===== config.mk =====
export PLATFORM = sky130hd
export DESIGN_NAME = psum_writeback
export DESIGN_NICKNAME = d
export VERILOG_FILES = /design/src/rtl/psum_writeback_pkg.sv /design/src/rtl/psum_writeback_sync_fifo.sv /design/src/rtl/psum_writeback.sv
export SDC_FILE = /design/constraint.sdc
export NUM_CORES = 2
export LEC_CHECK = 0
export CAP_MARGIN = 40
export CORE_AREA = 2 2 478 480
export CTS_CLUSTER_SIZE = 25
export DETAILED_ROUTE_END_ITERATION = 6
export DIE_AREA = 0 0 480 482
export PLACE_DENSITY = 0.86
export SETUP_SLACK_MARGIN = 0.5
export SLEW_MARGIN = 20
export SYNTH_ARGS = -nofsm -noshare
export SYNTH_HDL_FRONTEND = slang
export SYNTH_SLANG_ARGS = --single-unit

===== constraint.sdc =====
create_clock -name clk_i -period 103.5 [get_ports clk_i]
set_input_delay 25.875 -clock clk_i [delete_from_list [all_inputs] [get_ports clk_i]]
set_output_delay 25.875 -clock clk_i [all_outputs]
set_load 0.05 [all_outputs]

===== src/rtl/psum_writeback_pkg.sv =====
// Shared types and defaults for the partial-sum writeback stage.
// Contents:
//   - default parameter values for the PE-array drain path
//   - FSM state type
//   - helper for sizing column-index signals
package psum_writeback_pkg;

  localparam int unsigned PwbNumCols   = 8;
  localparam int unsigned PwbWordWidth = 128;
  localparam int unsigned PwbAddrWidth = 16;
  localparam int unsigned PwbFifoDepth = 16;

  typedef enum logic {
    StIdle = 1'b0,
    StRun  = 1'b1
  } pwb_state_e;

  // Width of an index into n items; never returns zero.
  function automatic int unsigned pwb_idx_w(input int unsigned n);
    return (n > 1) ? $clog2(n) : 1;
  endfunction

endpackage


===== src/rtl/psum_writeback_sync_fifo.sv =====
// Show-ahead synchronous FIFO used to serialise captured column words.
// Ports:
//   clk_i, rst_i  clock, asynchronous active-high reset (clears pointers)
//   clr_i         synchronous flush of all entries
//   push_i        write wdata_i; honoured when not full, or when full and popping
//   wdata_i       write data
//   pop_i         drop the head entry; ignored when empty
//   rdata_o       head entry (valid while empty_o is low)
//   full_o        no free entry
//   empty_o       no stored entry
module psum_writeback_sync_fifo #(
  parameter int unsigned WIDTH = 128,
  parameter int unsigned DEPTH = 16
) (
  input  logic             clk_i,
  input  logic             rst_i,
  input  logic             clr_i,
  input  logic             push_i,
  input  logic [WIDTH-1:0] wdata_i,
  input  logic             pop_i,
  output logic [WIDTH-1:0] rdata_o,
  output logic             full_o,
  output logic             empty_o
);

  localparam int unsigned AW = $clog2(DEPTH);

  logic [WIDTH-1:0] r_mem [DEPTH];
  // Extra MSB on each pointer distinguishes full from empty.
  logic [AW:0]      r_wptr;
  logic [AW:0]      r_rptr;
  logic             w_wr;
  logic             w_rd;

  assign empty_o = (r_wptr == r_rptr);
  assign full_o  = (r_wptr[AW] != r_rptr[AW]) && (r_wptr[AW-1:0] == r_rptr[AW-1:0]);
  assign w_rd    = pop_i & ~empty_o;
  assign w_wr    = push_i & (~full_o | w_rd);
  assign rdata_o = r_mem[r_rptr[AW-1:0]];

  always_ff @(posedge clk_i or posedge rst_i) begin
    if (rst_i) begin
      r_wptr <= '0;
      r_rptr <= '0;
    end else if (clr_i) begin
      r_wptr <= '0;
      r_rptr <= '0;
    end else begin
      if (w_wr) r_wptr <= r_wptr + (AW + 1)'(1);
      if (w_rd) r_rptr <= r_rptr + (AW + 1)'(1);
    end
  end

  always_ff @(posedge clk_i) begin
    if (w_wr) r_mem[r_wptr[AW-1:0]] <= wdata_i;
  end

endmodule


===== src/rtl/psum_writeback.sv =====
// Drain stage behind the PE-array columns. Each column delivers one finished
// word as a single-cycle pulse; words are held per column, serialised through
// a FIFO in lowest-column-first order and written to the global buffer at
// base + running count, one per accepted cycle.
// Ports:
//   clk_i, rst_i             clock, asynchronous active-high reset
//   start_i                  begin a job (ignored while busy_o)
//   base_addr_i, num_words_i job parameters, sampled on start_i
//   col_we_i, col_word_i     per-column word pulse / data (column k at [k*W +: W])
//   gbuf_ready_i             global buffer accepts a write
//   gbuf_we_o, gbuf_addr_o, gbuf_wdata_o  write port
//   busy_o                   job in progress
//   done_o                   single-cycle completion pulse
//   ovf_o                    sticky: a word was dropped because its column was still held
module psum_writeback
  import psum_writeback_pkg::*;
#(
  parameter int unsigned NUM_COLS   = PwbNumCols,
  parameter int unsigned WORD_WIDTH = PwbWordWidth,
  parameter int unsigned ADDR_WIDTH = PwbAddrWidth,
  parameter int unsigned FIFO_DEPTH = PwbFifoDepth
) (
  input  logic                           clk_i,
  input  logic                           rst_i,
  input  logic                           start_i,
  input  logic [ADDR_WIDTH-1:0]          base_addr_i,
  input  logic [ADDR_WIDTH-1:0]          num_words_i,
  input  logic [NUM_COLS-1:0]            col_we_i,
  input  logic [NUM_COLS*WORD_WIDTH-1:0] col_word_i,
  input  logic                           gbuf_ready_i,
  output logic                           gbuf_we_o,
  output logic [ADDR_WIDTH-1:0]          gbuf_addr_o,
  output logic [WORD_WIDTH-1:0]          gbuf_wdata_o,
  output logic                           busy_o,
  output logic                           done_o,
  output logic                           ovf_o
);

  localparam int unsigned IdxW = pwb_idx_w(NUM_COLS);

  pwb_state_e            r_state;
  logic [ADDR_WIDTH-1:0] r_base;
  logic [ADDR_WIDTH-1:0] r_num;
  logic [ADDR_WIDTH-1:0] r_cnt;
  logic                  r_done;
  logic                  r_ovf;
  logic [NUM_COLS-1:0]   r_pend;
  logic [WORD_WIDTH-1:0] r_hold [NUM_COLS];

  logic                  w_run;
  logic                  w_pop;
  logic                  w_last;
  logic                  w_push;
  logic                  w_any;
  logic [IdxW-1:0]       w_sel_idx;
  logic [NUM_COLS-1:0]   w_clr;
  logic                  w_fifo_full;
  logic                  w_fifo_empty;
  logic [WORD_WIDTH-1:0] w_head;

  assign w_run        = (r_state == StRun);
  assign gbuf_we_o    = w_run & ~w_fifo_empty;
  assign gbuf_addr_o  = r_base + r_cnt;
  // Head is gated so the data bus reads zero rather than stale RAM when idle.
  assign gbuf_wdata_o = w_fifo_empty ? '0 : w_head;
  assign busy_o       = w_run;
  assign done_o       = r_done;
  assign ovf_o        = r_ovf;

  assign w_pop  = gbuf_we_o & gbuf_ready_i;
  assign w_last = w_pop & (r_cnt == r_num - ADDR_WIDTH'(1));

  // Lowest pending column wins; scanning downwards lets the lowest overwrite.
  always_comb begin
    w_any     = 1'b0;
    w_sel_idx = '0;
    for (int k = NUM_COLS - 1; k >= 0; k--) begin
      if (r_pend[k]) begin
        w_any     = 1'b1;
        w_sel_idx = IdxW'(k);
      end
    end
  end

  // A full FIFO still takes a push when the head leaves in the same cycle.
  assign w_push = w_any & (~w_fifo_full | w_pop) & ~w_last;

  always_comb begin
    w_clr = '0;
    if (w_push) w_clr[w_sel_idx] = 1'b1;
  end

  // Capture: a column that fires while its previous word is still held (and
  // not leaving this cycle) loses the new word. The final write of a job
  // flushes anything left over so it cannot leak into the next job.
  always_ff @(posedge clk_i or posedge rst_i) begin
    if (rst_i) begin
      r_pend <= '0;
      r_ovf  <= 1'b0;
      for (int k = 0; k < NUM_COLS; k++) r_hold[k] <= '0;
    end else begin
      for (int k = 0; k < NUM_COLS; k++) begin
        if (w_last) begin
          r_pend[k] <= 1'b0;
        end else if (w_run && col_we_i[k]) begin
          if (r_pend[k] && !w_clr[k]) begin
            r_ovf <= 1'b1;
          end else begin
            r_hold[k] <= col_word_i[k*WORD_WIDTH +: WORD_WIDTH];
            r_pend[k] <= 1'b1;
          end
        end else if (w_clr[k]) begin
          r_pend[k] <= 1'b0;
        end
      end
    end
  end

  always_ff @(posedge clk_i or posedge rst_i) begin
    if (rst_i) begin
      r_state <= StIdle;
      r_base  <= '0;
      r_num   <= '0;
      r_cnt   <= '0;
      r_done  <= 1'b0;
    end else begin
      r_done <= 1'b0;
      case (r_state)
        StIdle: begin
          if (start_i) begin
            r_base <= base_addr_i;
            r_num  <= num_words_i;
            r_cnt  <= '0;
            // An empty job completes immediately without entering RUN.
            if (num_words_i == '0) r_done  <= 1'b1;
            else                   r_state <= StRun;
          end
        end
        StRun: begin
          if (w_pop) begin
            r_cnt <= r_cnt + ADDR_WIDTH'(1);
            if (w_last) begin
              r_state <= StIdle;
              r_done  <= 1'b1;
            end
          end
        end
        default: r_state <= StIdle;
      endcase
    end
  end

  psum_writeback_sync_fifo #(
    .WIDTH (WORD_WIDTH),
    .DEPTH (FIFO_DEPTH)
  ) u_fifo (
    .clk_i   (clk_i),
    .rst_i   (rst_i),
    .clr_i   (w_last),
    .push_i  (w_push),
    .wdata_i (r_hold[w_sel_idx]),
    .pop_i   (w_pop),
    .rdata_o (w_head),
    .full_o  (w_fifo_full),
    .empty_o (w_fifo_empty)
  );

endmodule

# Word level (Yosys, flattened, before mapping)
# Memories as Yosys holds them, arrays and structs flattened.
# Cells that the tools add are included.
# op_classes
addsub	5
shift	0
mux	98
order_cmp	3
multipliers	0
div	0
eq_ne	14
bitwise	22
n_reduce_logical	55
# ops
op	count
$bmux W128 S3	1
$mux W128	3
$mux W1	75
$mux W16	2
$pmux W16 S2	1
$mux W3	8
$ne A3 B3 Y1 const B	8
$reduce_and A3 Y1	8
$reduce_bool A3 Y1	8
$mux W5	4
$reduce_and A2 Y1	10
$logic_and A1 B1 Y1	18
$add A16 B1 Y16 const B	1
$add A16 B16 Y16	1
$eq A16 B16 Y1	1
$logic_not A16 Y1	1
$sub A16 B1 Y16 const B	1
$not A1 Y1	12
$add A5 B1 Y5 const B	2
$logic_not A1 Y1	8
$mux W8	1
$and A1 B1 Y1	7
$eq A5 B5 Y1	1
$eq A4 B4 Y1	1
other kinds (11)	14
# word_totals
word_cells	222
latch_bits	0
out_inout_bits	148
memories	1
inputBits	1068
regBits	1093
romBits	0
ramBits	2048
# memory_table
name	depth	width	read_ports	rd_ports_with_merged_regs	wr	line_no	text
u_fifo.r_mem	16	128	1	0	1	psum_writeback_sync_fifo.sv:28	logic [WIDTH-1:0] r_mem [DEPTH];

# Longest topological paths before layout
# depth
depth_word	39
ltp_mapped	14
depth_no_buf	11

# By module
# A second synthesis with hierarchy kept.
# hier_totals
hier_cells	7012
hier_area_um2	131358.5
# by_module_without_submodules
mod	n_inst	area_each_um2	cells_per_inst	seq_area_each_um2
psum_writeback_sync_fifo	1	78409.0	3342	61749.2
psum_writeback	1	52949.5	3670	27101.0

# Least setup slack after synthesis
# OpenSTA, ideal clock, no wires.
# synth_path
kind	input -> register
start	input port gbuf_ready_i
end	memory u_fifo.r_mem[4][0], enable pin
required_ps	102527
stages	8
setup_slack_ps	62398
arrival_ps	40129
path_cell_list	nand2_1 > o21bai_1 > a2111oi_2 > o311ai_1 > and4bb_2 > clkbuf_1 > clkbuf_1 > nor4b_1
# synth_via
elab_chain_len	7
word_cells_on_any_way	11
# synth_rtl
item	line_no	text
start: declaration	psum_writeback.sv:30	input logic gbuf_ready_i,
$and A1 B1 Y1 (*)	psum_writeback.sv:70	assign w_pop = gbuf_we_o & gbuf_ready_i;
$or A1 B1 Y1 / $and A1 B1 Y1 (equally long branches)	psum_writeback.sv:86, psum_writeback.sv:71	
$and A1 B1 Y1 / $not A1 Y1 (equally long branches)	--	
$and A1 B1 Y1	psum_writeback.sv:86	assign w_push = w_any & (~w_fifo_full | w_pop) & ~w_last;
$and A1 B1 Y1 (*)	psum_writeback_sync_fifo.sv:38	assign w_wr = push_i & (~full_o | w_rd);
$mux W1 (*)	psum_writeback_sync_fifo.sv:55	if (w_wr) r_mem[r_wptr[AW-1:0]] <= wdata_i;
$mux W1 (implied by the code) (*)	psum_writeback_sync_fifo.sv:55	
end: declaration	psum_writeback_sync_fifo.sv:28	
# Every way passes the cells marked *; elsewhere a longest branch is shown, timed or not.

# Final worst setup path
# layout_path
start	register u_fifo.r_rptr[0]
end	output port gbuf_wdata_o[107]
# layout_via
elab_chain_len	2
word_cells_on_any_way	3
# layout_rtl
item	line_no	text
start: declaration	psum_writeback_sync_fifo.sv:31	logic [AW:0] r_rptr;
start signal: assignment	psum_writeback_sync_fifo.sv:50	if (w_rd) r_rptr <= r_rptr + (AW + 1)'(1);
$mem_v2 Z16 W128 / $eq A5 B5 Y1 (equally long branches)	--	
$mux W128 (*)	psum_writeback.sv:65	assign gbuf_wdata_o = w_fifo_empty ? '0 : w_head;
end: declaration	psum_writeback.sv:33	output logic [WORD_WIDTH-1:0] gbuf_wdata_o,
# Marked as above.

==> flow_summary.ini <==
[sta]
setup_slack_ns = 70.16
clock_skew_ns = 0.09162
fmax_mhz = 29.99
fin_setup_tns_ns = 0
slew_headroom_pct = 8.503
hold_violations = 0
post-route-min-period_ns = 33.35
finalMaxSlewViolations = 0
fin_crit_sh_pct = 32.22
setup_viol = 0
tightestPinTransition_ns = 1.372
rsz0062_at_grt = false

[cells_and_area]
postLayoutCoreUtil_pct = 70.11
design_area_mm2 = 0.1587
area_growth_pct = 20.78
drive_gt1_share_pct = 27.85
fin_cells = 11746
finalNetCount = 9507

[pwr]
power_frac_clock_pct = 23.9
power_frac_seq_pct = 39.3
power.switching_mw = 1.738
combPwrFrac_pct = 36.8
switching_share_pct = 35.03
leakage_nw = 58.83
vdd_drop_max_mv = 0.02205
power.internal_mw = 3.224
power_density_mw_per_mm2 = 31.26

[global_routing]
antenna_found_initial = 90
grt_pass1_wl_mm = 594.8
grt.overflow.total = 0
grt_max_degree = 135
grt_use_total_pct = 36.33
first_global_vias = 80803

[status]
status = complete, but fails checks
violations = DRC

[detailed_routing]
drt_wl_total_mm = 425.2
dr.pass1.iters = 7
drt-initial-drc-count = 10954
vias_per_cell = 6.667
drt.antenna.violating_nets = 0
vias = 78312
drcViolationCount = 1
wl_per_cell_um = 36.20

[hold_path]
worst_hold_path_type = register to register
hp-start = r_hold[643]

[clocking]
clk-insertion-delay-late_ns = 0.99
cts_tree = done
cts_resized = 0
cts_inserted_buffers = 327
htreeDepth = 5
cts_setup_buffers = 0
cts_hold_buf = 0
cts.sink_count = 3141
root_buffer = clkbuf_16
cts_buffer_depth = 4
path_clk_slew_ns = 0.06

[critical_path]
critPathLaunchType = register
startpoint = u_fifo.r_rptr[0]
critPathCaptureType = primary output
crit_required_ns = 77.63
worstPathArrival_ns = 7.47
rr_startpoint = r_num[0]
critPathMaxFanout = 108
r2r_slack_ns = 97.49
crit_type = register to primary output

[logic_synthesis]
ys_seq_area_share_pct = 67.61
yosysUniqueCellTypes = 74
synth_fp_nets = 8147
synth_flop_cell = edfxtp_1
synth.most_common_cell = edfxtp_1
synth.avg_cell_area_um2 = 18.63
synth_top_cell_by_area = edfxtp_1
ys_top_cells_by_count = edfxtp_1, dfrtp_1, mux2_4
yosysTopAreaCellShare_pct = 46.79
async_reset_ff_share_pct = 34.80
ys_ff_latch = 3141
synth_warnings = 0
syn-instance-count = 7056
synth_enable_flop_cells = 2048
synthTopCellsByArea = edfxtp_1, dfrtp_1, mux4_2
synthesis.area_mm2 = 0.1314

[placement]
post_dp_cell_area_mm2 = 0.1474
place_worst_setup_slack_ns = 71.03
place.detailed.hpwl_mm = 265.5
finalWeightedCongestion = 0.9237
dpl.cell_count = 11073
portBuffers = 1215

[floorplanning]
initial_core_util_pct = 58.05
die_w_um = 480
rows = 175
io_pins = 1216
die_h_um = 482
core-area_mm2 = 0.2264
dieArea_mm2 = 0.2314

[flow_run]
maxCapViolCount = 0
kinds of logic (layout without fill, tap and decap cells):
family,Yosys count,count (layout),share of synthesized area (%)
AND/OR/NAND/NOR,1067,1067,3.823
multiplexers,1773,1773,23.11
XOR/XNOR,61,61,0.4065
other,0,69,0
flip-flops,3141,3141,67.61
AO/OA/AOI/OAI,526,526,2.630
adder cells (fa/ha/maj),23,23,0.2247
buffers and inverters,465,2077,2.196
per-layer routing:
| layer | track usage, % | up-vias | part of all wire, % |
|---|---|---|---|
| met5 | 0 | - | 0.094 |
| met4 | 20.81 | 60 | 6.7 |
| met3 | 10.65 | 1271 | 12 |
| met2 | 56.24 | 6189 | 47 |
| met1 | 46.24 | 40496 | 34 |
| li1 | - | 30296 | - |
cell usage in the layout (no fill, tap or decap), types with 40 or more instances in the layout:
master / Yosys / routed
a22o_1: 89 / 89
clkbuf_16: 0 / 336
dfrtp_1: 1093 / 1089
clkdlybuf4s50_1: 0 / 1215
mux2_2: 93 / 93
buf_4: 1 / 170
clkinv_2: 0 / 43
nor2b_1: 133 / 132
clkbuf_8: 0 / 41
nor2_1: 58 / 51
mux2_1: 81 / 81
clkbuf_1: 273 / 72
edfxtp_1: 2048 / 2048
buf_16: 0 / 43
a21oi_1: 291 / 291
or4_1: 91 / 91
mux2_4: 880 / 880
nand2_1: 680 / 680
diode_2: 0 / 69
mux2i_1: 79 / 79
a222oi_1: 40 / 40
mux4_2: 640 / 640
registers in the layout, indices dropped and copies added (netlist names):
signal / flops
u_fifo.r_rptr: 5
u_fifo.r_mem: 2048
done_o: 1
u_fifo.r_wptr: 5
r_base: 16
r_num: 16
busy_o: 1
r_cnt: 16
r_pend: 8
r_hold: 1024
ovf_o: 1
critical path, cell delays in order, from the launching register on:
cell and delay (ns):
dfrtp_4 0.61, buf_12 0.68, buf_4 0.72, buf_4 0.68, buf_4 0.43, buf_16 0.30
buf_4 0.48, buf_16 0.30, mux4_2 0.55, mux4_2 0.57, nor2b_1 0.19, clkdlybuf4s50_1 0.76
power by group through the flow:
stage	combinational, mW	sequential [mW]	clock (mW)
after global placement	1.69	1.94	0
after global routing	1.89	1.97	1.23
after floorplan	1.16	1.93	0
after detailed placement	1.77	1.95	0
final	1.83	1.95	1.18
after CTS	1.80	1.94	1.19
worst paths after layout:
| check | to | cells past startpoint |
|---|---|---|
| setup reg to reg | r_hold[752] | 13 |
| hold reg to reg | r_hold[643] | 1 |
| min in group asynchronous | r_hold[24] | 2 |
| hold / removal | r_hold[643] | 1 |
| max in group asynchronous | r_hold[1015] | 11 |
| setup / recovery | gbuf_wdata_o[107] | 11 |
per-stage QoR:
step | total power [mW] | hold WS, ns
5_1_grt | 5.088 | 0.5010
3_3_place_gp | 3.623 | 0.4576
2_1_floorplan | 3.093 | 0.4574
6_report | 4.962 | 0.4868
3_5_place_dp | 3.726 | 0.4732
4_1_cts | 4.932 | 0.4879
layout make-up:
| class | instances | area [um^2] |
|---|---|---|
| Tap cell | 3009 | 3765 |
| Antenna cell | 69 | 172.7 |
| Fill cell | 13248 | 67670 |
| Timing Repair Buffer | 1478 | 15270 |
| Multi-Input combinational cell | 3450 | 39950 |
| Sequential cell | 3141 | 88870 |
| Clock inverter | 132 | 1401 |
| Inverter | 18 | 75.07 |
| Clock buffer | 449 | 9243 |
Power figures use the tool's default switching activity.
